`src/rtl/muldiv_unit.sv`:
```
// -----------------------------------------------------------------------------
// muldiv_unit
//
// Shared iterative multiply/divide engine that produces the HI/LO results of the
// multicycle CPU. One engine handles MULT, MULTU, DIV and DIVU. Signed operations
// run on operand magnitudes and the signs are restored in a final FIX cycle.
// Multiply uses shift-add with one multiplier bit per cycle. Divide is restoring,
// with one quotient bit per cycle.
//
// Ports:
//   clk       rising-edge clock
//   reset     asynchronous active-low reset
//   start     request; sampled only in IDLE or DONE
//   op        00 MULT, 01 MULTU, 10 DIV, 11 DIVU (sampled with start)
//   a, b      multiplicand/dividend and multiplier/divisor (sampled with start)
//   hi, lo    product upper/lower half, or remainder/quotient (registered, held)
//   ready     one-cycle pulse in DONE: hi/lo/div_zero valid
//   busy      high while an operation is in progress (MUL, DIV, FIX)
//   div_zero  set with ready when a divide had b==0; cleared by the next start
//
// Build option:
//   MULDIV_EARLY_OUT_EN  when defined, a multiply runs only as many iterations
//                        as |b| has significant bits (at least one). Divide
//                        timing does not change.
// -----------------------------------------------------------------------------
module muldiv_unit #(
    parameter int WIDTH = 32
) (
    input  logic             clk,
    input  logic             reset,
    input  logic             start,
    input  logic [1:0]       op,
    input  logic [WIDTH-1:0] a,
    input  logic [WIDTH-1:0] b,
    output logic [WIDTH-1:0] hi,
    output logic [WIDTH-1:0] lo,
    output logic             ready,
    output logic             busy,
    output logic             div_zero
);

    localparam int W2    = 2 * WIDTH;
    localparam int CNT_W = $clog2(WIDTH + 1);

    typedef enum logic [2:0] {
        S_IDLE,
        S_MUL,
        S_DIV,
        S_FIX,
        S_DONE
    } state_t;

    state_t           r_state;
    logic [W2-1:0]    r_mcand;     // MUL: shifted multiplicand; DIV: divisor in low half
    logic [W2-1:0]    r_acc;       // MUL: product; DIV: partial remainder in low half
    logic [WIDTH-1:0] r_mplr;      // MUL: remaining multiplier; DIV: dividend -> quotient
    logic [CNT_W-1:0] r_cnt;
    logic             r_neg_q;     // negate product / quotient in FIX
    logic             r_neg_r;     // negate remainder in FIX (dividend sign)
    logic             r_is_div;
    logic [WIDTH-1:0] r_hi;
    logic [WIDTH-1:0] r_lo;
    logic             r_ready;
    logic             r_busy;
    logic             r_div_zero;

    // Conditional two's-complement negation.
    function automatic logic [WIDTH-1:0] f_neg_w(input logic [WIDTH-1:0] v,
                                                 input logic             neg);
        return neg ? ({WIDTH{1'b0}} - v) : v;
    endfunction

    function automatic logic [W2-1:0] f_neg_2w(input logic [W2-1:0] v,
                                               input logic          neg);
        return neg ? ({W2{1'b0}} - v) : v;
    endfunction

`ifdef MULDIV_EARLY_OUT_EN
    // Position of the highest set bit plus one, never less than one.
    function automatic logic [CNT_W-1:0] f_mul_iters(input logic [WIDTH-1:0] m);
        logic [CNT_W-1:0] k;
        k = CNT_W'(1);
        for (int i = 0; i < WIDTH; i++) begin
            if (m[i]) k = CNT_W'(i + 1);
        end
        return k;
    endfunction
`endif

    logic             w_signed;
    logic             w_b_zero;
    logic [WIDTH-1:0] w_mag_a;
    logic [WIDTH-1:0] w_mag_b;
    logic [CNT_W-1:0] w_iters;
    logic [WIDTH:0]   w_rem_sh;
    logic             w_rem_ge;
    logic [WIDTH-1:0] w_rem_sub;
    logic [W2-1:0]    w_prod;
    logic [WIDTH-1:0] w_quot;
    logic [WIDTH-1:0] w_rem;

    assign w_signed = ~op[0];
    assign w_b_zero = (b == {WIDTH{1'b0}});
    assign w_mag_a  = f_neg_w(a, w_signed & a[WIDTH-1]);
    assign w_mag_b  = f_neg_w(b, w_signed & b[WIDTH-1]);

`ifdef MULDIV_EARLY_OUT_EN
    // Bits of the multiplier above its top set bit add nothing, so the
    // left-shifting multiplicand lets the loop stop early with a full product.
    assign w_iters = op[1] ? CNT_W'(WIDTH) : f_mul_iters(w_mag_b);
`else
    assign w_iters = CNT_W'(WIDTH);
`endif

    // Restoring divide step. The shifted remainder needs one extra bit; when
    // it is >= divisor the true difference is below 2^WIDTH, so the low WIDTH
    // bits of the modular subtraction are exact.
    assign w_rem_sh  = {r_acc[WIDTH-1:0], r_mplr[WIDTH-1]};
    assign w_rem_ge  = (w_rem_sh >= {1'b0, r_mcand[WIDTH-1:0]});
    assign w_rem_sub = w_rem_sh[WIDTH-1:0] - r_mcand[WIDTH-1:0];

    // Sign restoration. Most-negative / -1 falls out naturally: the quotient
    // magnitude 2^(WIDTH-1) negates to itself and the remainder is zero.
    assign w_prod = f_neg_2w(r_acc, r_neg_q);
    assign w_quot = f_neg_w(r_mplr, r_neg_q);
    assign w_rem  = f_neg_w(r_acc[WIDTH-1:0], r_neg_r);

    always_ff @(posedge clk or negedge reset) begin
        if (!reset) begin
            r_state    <= S_IDLE;
            r_mcand    <= '0;
            r_acc      <= '0;
            r_mplr     <= '0;
            r_cnt      <= '0;
            r_neg_q    <= 1'b0;
            r_neg_r    <= 1'b0;
            r_is_div   <= 1'b0;
            r_hi       <= '0;
            r_lo       <= '0;
            r_ready    <= 1'b0;
            r_busy     <= 1'b0;
            r_div_zero <= 1'b0;
        end else begin
            case (r_state)
                S_IDLE, S_DONE: begin
                    if (start) begin
                        r_is_div   <= op[1];
                        r_neg_q    <= w_signed & (a[WIDTH-1] ^ b[WIDTH-1]);
                        r_neg_r    <= w_signed & a[WIDTH-1];
                        r_acc      <= '0;
                        r_cnt      <= w_iters;
                        r_div_zero <= op[1] & w_b_zero;
                        if (op[1]) begin
                            r_mcand <= {{WIDTH{1'b0}}, w_mag_b};
                            r_mplr  <= w_mag_a;
                        end else begin
                            r_mcand <= {{WIDTH{1'b0}}, w_mag_a};
                            r_mplr  <= w_mag_b;
                        end
                        // Divide by zero completes at once and leaves hi/lo untouched.
                        if (op[1] & w_b_zero) begin
                            r_state <= S_DONE;
                            r_ready <= 1'b1;
                            r_busy  <= 1'b0;
                        end else begin
                            r_state <= op[1] ? S_DIV : S_MUL;
                            r_ready <= 1'b0;
                            r_busy  <= 1'b1;
                        end
                    end else begin
                        r_state <= S_IDLE;
                        r_ready <= 1'b0;
                        r_busy  <= 1'b0;
                    end
                end

                S_MUL: begin
                    if (r_mplr[0]) r_acc <= r_acc + r_mcand;
                    r_mcand <= r_mcand << 1;
                    r_mplr  <= r_mplr >> 1;
                    if (r_cnt != '0) r_cnt <= r_cnt - CNT_W'(1);
                    if (r_cnt <= CNT_W'(1)) r_state <= S_FIX;
                end

                S_DIV: begin
                    r_acc  <= {{WIDTH{1'b0}}, (w_rem_ge ? w_rem_sub : w_rem_sh[WIDTH-1:0])};
                    r_mplr <= {r_mplr[WIDTH-2:0], w_rem_ge};
                    if (r_cnt != '0) r_cnt <= r_cnt - CNT_W'(1);
                    if (r_cnt <= CNT_W'(1)) r_state <= S_FIX;
                end

                S_FIX: begin
                    if (r_is_div) begin
                        r_hi <= w_rem;
                        r_lo <= w_quot;
                    end else begin
                        r_hi <= w_prod[W2-1:WIDTH];
                        r_lo <= w_prod[WIDTH-1:0];
                    end
                    r_state <= S_DONE;
                    r_ready <= 1'b1;
                    r_busy  <= 1'b0;
                end

                default: begin
                    r_state <= S_IDLE;
                    r_ready <= 1'b0;
                    r_busy  <= 1'b0;
                end
            endcase
        end
    end

    assign hi       = r_hi;
    assign lo       = r_lo;
    assign ready    = r_ready;
    assign busy     = r_busy;
    assign div_zero = r_div_zero;

endmodule

```
`config.mk`:
```
export PLATFORM = sky130hd
export DESIGN_NAME = muldiv_unit
export DESIGN_NICKNAME = d
export VERILOG_FILES = /design/src/rtl/muldiv_unit.sv
export SDC_FILE = /design/constraint.sdc
export NUM_CORES = 1
export LEC_CHECK = 0
export BUFFER_PORTS_ARGS = -buffer_cell sky130_fd_sc_hd__buf_4
export CORE_ASPECT_RATIO = 1.1
export CORE_MARGIN = 10
export CORE_UTILIZATION = 50
export CTS_BUF_LIST = sky130_fd_sc_hd__clkbuf_8 sky130_fd_sc_hd__clkbuf_16
export CTS_CLUSTER_DIAMETER = 60
export CTS_CLUSTER_SIZE = 30
export DETAILED_ROUTE_END_ITERATION = 12
export PLACE_DENSITY = 0.75
export SLEW_MARGIN = 20
export SYNTH_ARGS = -nofsm -noshare
export SYNTH_HDL_FRONTEND = slang
export SYNTH_SLANG_ARGS = --single-unit
```
`constraint.sdc`:
```
create_clock -name clk -period 3.3 [get_ports clk]
set_clock_uncertainty 0.2 [all_clocks]
set_input_delay 0.495 -clock clk [delete_from_list [all_inputs] [get_ports clk]]
set_output_delay 0.495 -clock clk [all_outputs]
set_load 0.05 [all_outputs]
```
# Word level (Yosys, flattened, before mapping)

Cells that the tools add are included.

Bits in registers: 239
Bits of input ports: 69
Output and inout bits: 67
Logic and storage cells: 81

Add/sub/neg operators: 8
$lt $le $gt $ge: 2
Eq/ne operators: 8
Multiplexer cells: 31
Bitwise logic cells: 6
Reduce and logical (&&, ||, !) cells: 13

Operators with widths:

| cell                    | number |
|---|---|
| $mux W32                | 10 |
| $mux W64                | 4 |
| $pmux W64 S3            | 1 |
| $pmux W64 S2            | 1 |
| $sub A1 B32 Y32 const A | 4 |
| $pmux W32 S3            | 1 |
| $add A64 B64 Y64        | 1 |
| $sub A1 B64 Y64 const A | 1 |
| $ge A33 B32 Y1          | 1 |
| $logic_not A32 Y1       | 1 |
| $sub A32 B32 Y32        | 1 |
| $mux W6                 | 2 |
| $pmux W6 S2             | 1 |
| $mux W3                 | 3 |
| $pmux W3 S3             | 1 |
| $eq A3 B2 Y1 const B    | 2 |
| $le A6 B1 Y1 const B    | 1 |
| $reduce_and A2 Y1       | 3 |
| $reduce_and A3 Y1       | 2 |
| $reduce_bool A6 Y1      | 1 |
| $sub A6 B1 Y6 const B   | 1 |
| $and A1 B1 Y1           | 4 |
| $mux W1                 | 4 |
| $ne A2 B1 Y1 const B    | 2 |
| other kinds (12)        | 15 |

# Logic depth before layout (Yosys ltp)

Gate-level depths: netlist (run 1).

Depth after elaboration: 6
Mapped depth: 16
Depth with buffers taken out: 14

# Worst setup path before layout (run 1)

Ideal clock, no wire load.

Kind: register to register
Start: reg r_acc[1]
End: reg r_hi[28] (netlist: hi[28])
Library setup time: 120 ps
Arrival time: 3350 ps
Required time: 2980 ps
Path slack: -371 ps
Stages on the path, launching flop included: 14
Path buffers: 1
Clock period less this slack: 3671 ps
Path through: dfrtp_1 -> inv_1 -> ha_1 -> or3b_4 -> or4_4 -> or4_4 -> buf_6 -> nand4b_4 -> or3_4 -> or2_4 -> o31ai_4 -> xnor2_1 -> o21ai_1 -> nand2_1

Word-level cells in the longest chain between the ends: 3
Elaborated cells on any way between the ends: 5
Those cells by class: 2 x add/sub; 3 x mux

Ends and longest elaborated chain:

| item                                               | line   | RTL |
|---|---|---|
| start, declared                                    | 55     | `logic [W2-1:0] r_acc;` |
| start signal, assigned                             | 178    | `if (r_mplr[0]) r_acc <= r_acc + r_mcand;` |
| start signal, assigned                             | 186    | `r_acc <= {{WIDTH{1'b0}}, (w_rem_ge ? w_rem_sub : w_rem_sh[WIDTH-1:0])};` |
| $sub A1 B64 Y64 or $sub A1 B32 Y32 (tied branches) | 75, 70 |  |
| $mux W64 or $mux W32 (tied branches)               | 75, 70 |  |
| $mux W32 (*)                                       | 193    | `if (r_is_div) begin` |
| end signal, assigned                               | 194    | `r_hi <= w_rem;` |
| end signal, assigned                               | 197    | `r_hi <= w_prod[W2-1:WIDTH];` |
| end, declared                                      | 61     | `logic [WIDTH-1:0] r_hi;` |

Mark *: on every way between the ends. The rest lies on a longest branch, timed or not.
A chain may end at the register's enable or synchronous reset.

# Worst setup path after layout (run 1)

Start: reg r_mcand[0]
End: reg r_acc[30]

Word-level cells in the longest chain between the ends: 3
Elaborated cells on any way between the ends: 6
Those cells by class: 2 x add/sub; 1 x order compare; 3 x mux

Ends and longest elaborated chain:

| item                                           | line     | RTL |
|---|---|---|
| start, declared                                | 54       | `logic [W2-1:0] r_mcand;` |
| start signal, assigned                         | 154      | `r_mcand <= {{WIDTH{1'b0}}, w_mag_b};` |
| start signal, assigned                         | 157      | `r_mcand <= {{WIDTH{1'b0}}, w_mag_a};` |
| start signal, assigned                         | 179      | `r_mcand <= r_mcand << 1;` |
| $add A64 B64 Y64, or another cell as far along | 178      |  |
| $mux W64 or $mux W32 (tied branches)           | 178, 186 |  |
| $pmux W64 S3 (*)                               | 144      | `case (r_state)` |

Mark *: on every way between the ends. The rest lies on a longest branch, timed or not. The select of a mux whose other input is x is not followed.

==> results of run 1 <==
[worst max-delay path by stage]
stage,depth (start not counted),end
after detailed placement,12,r_acc[54]$_DFFE_PN0P_
after global placement,13,hi[28]$_DFFE_PN0P_
after global routing,15,r_acc[30]$_DFFE_PN0P_
after CTS,13,hi[28]$_DFFE_PN0P_
final,15,r_acc[30]$_DFFE_PN0P_
after floorplan,13,hi[28]$_DFFE_PN0P_
[synth_stat cells (14+ instances only)]
cell and n:
nor3_1 44, a31oi_1 15, a22oi_1 78, o31ai_1 41, nor4_1 18, ha_1 101
nand2_1 341, nor2b_1 14, o21bai_1 19, nand2b_1 19, dfrtp_1 239, a21o_1 54
inv_1 79, o21ai_0 337, clkbuf_1 143, and3_1 16, mux2i_1 29, buf_1 26
a22o_1 33, nor2_1 188, xor2_1 102, nand4_1 27, or3_1 28, a21oi_1 234
xnor2_1 155, or4_1 15, nand3_1 42
[critical path, stage by stage (launching register included)]
cell and delay (ns):
dfrtp_1 0.37, ha_1 0.17, inv_1 0.06, fa_2 0.38, nor2b_2 0.16, o211ai_1 0.14
a2111oi_2 0.42, buf_4 0.20, o21ai_1 0.11, a211oi_2 0.31, buf_4 0.17, o31ai_4 0.10
buf_4 0.16, xnor2_1 0.12, a222oi_1 0.28, o21ai_1 0.10
[flip-flops by register name, indices dropped and copies added (netlist names), 3 cells and up]
name	cells
hi	32
lo	32
r_acc	64
r_cnt	6
r_mcand	64
r_mplr	32
r_state	3
[metal layers]
metal | vias up | track usage [%]
li1 | 10280 | -
met1 | 10620 | 38.15
met2 | 1125 | 46.68
met3 | 217 | 5.454
met4 | 0 | 13.54
met5 | - | 0
[per-stage QoR]
| step | total power [W] | hold WS [ns] | setup slack [ns] |
|---|---|---|---|
| floorplan | 0.01563 | -0.0005910 | -0.3074 |
| global placement | 0.02216 | 0.2635 | -0.3543 |
| detailed placement | 0.02260 | 0.2710 | -0.5121 |
| CTS | 0.02703 | 0.02751 | -0.2517 |
| global route | 0.03026 | 0.05638 | -0.4143 |
| finish | 0.02868 | 0.04724 | -0.3268 |
[power groups by stage]
stage               Combinational (W)  Clock [W]  Sequential (W)
floorplan                     0.00972          0         0.00591
global placement               0.0171          0         0.00504
detailed placement             0.0175          0         0.00509
CTS                            0.0185    0.00343         0.00507
global route                   0.0214    0.00354         0.00529
finish                         0.0201    0.00340         0.00519
[cells by family (layout without fill, tap and decap cells)]
family          Yosys count  count (layout)  share of synthesized area (%)
flops                   239             239                          29.46
fa+ha+maj               103             103                          6.422
xor+xnor                257             257                          11.09
compound gates          935             937                          28.19
mux                      41              41                          2.151
simple gates            792             792                          17.86
buf+inv                 255             686                          4.832
[cell type report]
class / instances / area [um^2]
clock inverter: 22 / 287.8
fill: 3219 / 13420
timing repair buffer: 556 / 4322
inverter: 79 / 299.0
sequential: 239 / 6002
clock buffer: 29 / 725.7
multi-input combinational: 2130 / 14480
tap: 513 / 641.9
[repair_timing]
item | 4_1_cts | 5_1_grt
endpoints found under the setup margin | 80 | 98
pin swaps | 50 | 85
endpoints found under the hold margin | 75 | 0
gates cloned | 2 | 0
setup buffers | 30 | 18
hold buffers | 2 | 0
gates resized for setup | 120 | 176
==> key figures, run 1 <==
STA
  – F_max: 0.2757 GHz
  – Slew Limit Fails: 0
  – Final Critical Period: 3.627 ns
  – Final Hold Viols: 0
  – RSZ-0062 raised after global routing: yes
  – Fin Setup TNS: -8.318 ns
  – Final setup viols: 58
  – Max-Slew Margin vs Limit: 18.28%
  – Measured slew at the worst slew-check pin: 1.226 ns
  – Post-layout worst setup margin: -0.3268 ns
  – Tcrit/Tclk final: 109.9%

Synthesis
  – Mapped cell area: roughly 20000 um^2
  – EDFF count, synth: 0
  – Sequential area share after synthesis: 29.46%
  – Avg Cell Area, Syn: between 7 and 8 um^2
  – Top cells by area, synth: dfrtp_1 29%, o21ai_0 8.3%, xnor2_1 6.7%, nand2_1 6.3%, ha_1 6.2%
  – Synth warn: 0
  – Synth unique cells: 80
  – Synth async-reset ratio: 100.0%
  – Synthesized net count: 2794
  – Post-synth top area share: between 20% and 30%
  – Register bit count reported by yosys: 239
  – Post-synth top flop: dfrtp_1
  – Cells after synthesis: 2622
  – Area leader, netlist: dfrtp_1

Final layout
  – Commonest non-fill, non-tap cell in the layout: buf_4
  – Commonest cells after routing, fill and taps aside: 531 x buf_4, 331 x nand2_1, 255 x o21ai_0
  – Share of layout cells above drive strength 1: between 20% and 30%
  – Fin nets: ~3200
  – Post-route cell area: approximately 27000 um^2
  – Final Core Density: between 60% and 70%
  – Synth-to-Final Area Change: 31.80%
  – # diodes: 0
  – Non-Filler Instances: approximately 3600

Status
  – Run status: complete, but fails checks
  – Failing checks: negative setup slack

Power
  – Clock power share: 11.9%
  – Sw Pwr: 0.01457 W
  – Worst ir drop on vdd: ~0.67 mV
  – Int Pwr: 0.01412 W
  – Pwr Density: about 1100 nW/um^2
  – Sequential group share of total power: about 18%
  – Static leakage: 12.16 nW
  – Sw Ratio: about half
  – Combinational power share: about 70%

Worst setup path
  – Crit path from: r_mcand[0]$_DFFE_PN0P_
  – Reg-to-Reg Start: r_mcand[0]$_DFFE_PN0P_
  – Worst reg-to-reg setup slack: -0.33 ns
  – Critical path class: reg -> reg
  – CP startpoint kind: flip-flop
  – CP Data Arrival Time: 3.86 ns
  – R2R Path End: r_acc[30]$_DFFE_PN0P_
  – Worst R2R Path Depth: 15
  – Crit-path max FO: 4
  – CP Capture Type: flip-flop
  – Req. time, crit path: 3.53 ns

GRT
  – First-pass GRT wire length: 115.8 mm
  – Initial antenna violation count: 0
  – Largest net degree at the start of global routing: 79
  – Vias in the first global route: 21060
  – Tot GR Track Use: between 20% and 30%
  – Grt ovf: 0

CTS
  – CTS H-Tree Depth: 1
  – CTS Buf Count: 28
  – CTS tree: done
  – Clock sinks: around 240
  – Worst-path clk slew: about 0.08 ns
  – Clock Tree Root: clkbuf_16
  – Clock Tree Buf Depth: 3
  – Clock Latency Late Sink: 0.59 ns

Route
  – DRC violations left: 0
  – ANT nets after route: 0
  – WL met2: 34.60 mm
  – Vias: 22240
  – Top sig layer: met4
  – Total wire length: 76.24 mm
  – Metal-1 WL: 30.57 mm
  – Starting DRT DRC Count: 2626
  – Routed len/inst: between 20 and 25 um
  – Met3 WL post-DR: 7.416 mm
  – Router iterations before antenna repair: 8
  – Via/cell ratio: 6.232

Place
  – Cells after DPL: 3466
  – Post-Place Cell Area: about 24000 um^2
  – Port-buffer cells: 135
  – Post-DP HPWL: 57.52 mm
  – RePlAce Congestion: 1.014

Floorplanning
  – Chip height: ~230 um
  – # IOs: 136
  – Die area: 49070 um^2
  – Row cnt: 77
  – Core box area: 40170 um^2
  – Initial core utilization: 50.53%
  – Die width: 212.1 um

Min path
  – Hold_sp: a[31]
  – Worst Hold Class: in -> reg
  – Hold Path Depth: 3
  – Worst Hold End: r_neg_q$_DFFE_PN0P_

Flow run
  – Max-Cap Viols: 0
(Power assumes the default switching activity.)
==> inputs of run 2 (changes only) <==
- CORE_UTILIZATION: 50 -> 40
- PLACE_DENSITY: 0.75 -> 0.63
==> key figures, run 2 (synthesis gave the netlist of run 1 again) <==
Status
  – Run status: complete, but fails checks
  – Failing checks: negative setup slack

STA
  – Slew Limit Fails: 0
  – Final setup viols: 70
  – Hold_ws: 0.02000 ns
  – Final Critical Period: about 3.6 ns
  – F_max: about 0.28 GHz
  – Measured slew at the worst slew-check pin: just under 0.8 ns
  – RSZ-0062 raised after global routing: yes
  – Max-Slew Margin vs Limit: a little under half
  – Post-layout worst setup margin: -0.3347 ns
  – Final Hold Viols: 0
  – Tcrit/Tclk final: 110.1%

Route
  – Total wire length: 77.95 mm
  – DRC violations left: 0
  – Router iterations before antenna repair: 6
  – Routed len/inst: 20.97 um
  – ANT nets after route: 0
  – Starting DRT DRC Count: 2042
  – Via/cell ratio: about 5.8
  – Vias: 21520

CTS
  – Clock Tree Root: clkbuf_16
  – CTS Buf Count: 29
  – CTS tree: done
  – CTS H-Tree Depth: 1
  – Worst-path clk slew: around 0.08 ns
  – Clock sinks: 239
  – Clock Latency Late Sink: 0.58 ns
  – Clock Tree Buf Depth: 3

Final layout
  – Synth-to-Final Area Change: 33.66%
  – Post-route cell area: ~27000 um^2
  – Fill cells: 4691
  – Register area: roughly 6000 um^2
  – Fin nets: 3209
  – Commonest cells after routing, fill and taps aside: 520 x buf_4, 332 x nand2_1, 248 x o21ai_0
  – Share of layout cells above drive strength 1: about a quarter
  – Commonest non-fill, non-tap cell in the layout: buf_4
  – Top Registers: r_acc x64, r_mcand x64
  – # diodes: 0
  – Multi-input gate area: 14430 um^2

Worst setup path
  – CP startpoint kind: flip-flop
  – Worst path max stage delay: 0.52 ns
  – CP Data Arrival Time: 3.91 ns
  – Crit-path max FO: 6
  – CP Capture Type: flip-flop
  – Crit-path cells: buf_6, inv_4, ha_4, or3b_4, or4_4, or4_4, nand4b_4, or3_4, or2_4, o31ai_4, xnor2_1, o21ai_1, nand2_1
  – Number of buffers and inverters on the critical path: 2
  – Critical path class: reg -> reg
  – Req. time, crit path: around 3.6 ns
  – CP top delay family: simple AND/OR/NAND/NOR gates
  – Cell mode on critical path: or4_4
  – Worst path slowest cell: or4_4

Min path
  – Worst Hold Class: in -> reg

Place
  – Post-DP HPWL: 60.72 mm
  – Post-Place Cell Area: between 20000 and 25000 um^2
  – Port-buffer cells: between 100 and 150
  – RePlAce Congestion: 0.9776

GRT
  – Vias in the first global route: 20800
  – Grt ovf: 0
  – First-pass GRT wire length: 120.3 mm
  – Tot GR Track Use: between 20 and 25%
  – Largest net degree at the start of global routing: 80
  – Initial antenna violation count: 0

Floorplanning
  – Core box area: around 50000 um^2
  – Chip height: 256.3 um
  – Initial core utilization: between 40% and 50%
  – Row cnt: 86
  – Die area: 60170 um^2
  – # IOs: 136
  – Die width: between 200 and 250 um

Power
  – Worst ir drop on vdd: around 0.64 mV
  – Static leakage: roughly 12 nW
  – Pwr Density: 1064 nW/um^2

Flow run
  – Max-Cap Viols: 0
[run 2: worst register-to-register path, cell delays in order, from the launching register on]
cell and delay, ns:
dfrtp_2 0.43, buf_6 0.13, inv_4 0.05, ha_4 0.12
or3b_4 0.37, or4_4 0.46, or4_4 0.52, nand4b_4 0.19
or3_4 0.35, or2_4 0.26, o31ai_4 0.18, xnor2_1 0.08
o21ai_1 0.12, nand2_1 0.06
[run 2: layer usage]
layer | part of all wire (%) | GRT usage, % | vias up | wire [um]
met2 | 47 | 40.87 | 775 | 36540
met5 | 0 | 0 | - | 0
met1 | 44 | 33.12 | 10340 | 34200
met4 | 2.9 | 6.850 | 0 | 2274
met3 | 6.3 | 2.107 | 119 | 4933
li1 | - | - | 10280 | -
[run 2: power breakdown]
part           internal [W]  switching, W  leakage [nW]
clock               0.00201       0.00166         0.538
combinational       0.00854        0.0116          8.61
sequential          0.00395       0.00114          3.10
total                0.0145        0.0144          12.2
[run 2: final cells by class]
type,instances,share of cell area [%]
flip-flops and latches,239,22.08
repair buffers,560,16.53
clock buffers,29,2.674
well taps,660,3.043
clock inverters,23,1.406
inverters,79,1.102
multi-input cells,2128,53.17
[run 2: final timing paths]
check                                startpoint                   to  slack, ns  cells past startpoint
setup / recovery           r_acc[0]$_DFFE_PN0P_   hi[28]$_DFFE_PN0P_      -0.33                     13
hold / removal                            a[31]  r_neg_q$_DFFE_PN0P_       0.02                      3
setup reg to reg           r_acc[0]$_DFFE_PN0P_   hi[28]$_DFFE_PN0P_      -0.33                     13
hold reg to reg              hi[30]$_DFFE_PN0P_   hi[30]$_DFFE_PN0P_       0.28                      2
max in group asynchronous                 reset   lo[22]$_DFFE_PN0P_       1.78                      3
min in group asynchronous                 reset  r_neg_q$_DFFE_PN0P_       0.21                      2
[run 2: what timing repair did]
action / 4_1_cts / 5_1_grt
endpoints found under the setup margin: 78 / 94
pin swaps: 47 / 75
hold buffers: 2 / 0
endpoints found under the hold margin: 45 / 0
cloned: 2 / 0
setup buffers: 17 / 26
resized for setup: 149 / 153
[run 2: stage by stage]
step / setup slack, ns / utilization, % / instances / setup TNS, ns / total power (W)
final: -0.3347 / 54.11 / 3718 / -10.69 / 0.02886
after global routing: -0.4534 / 54.11 / 3718 / -19.03 / 0.03070
after CTS: -0.3151 / 52.61 / 3697 / -7.152 / 0.02769
after detailed placement: -0.5055 / 48.88 / 3624 / -15.00 / 0.02287
after global placement: -0.4940 / 48.88 / 3624 / -12.47 / 0.02259
after floorplan: -0.3074 / - / 2622 / -1.033 / 0.01563
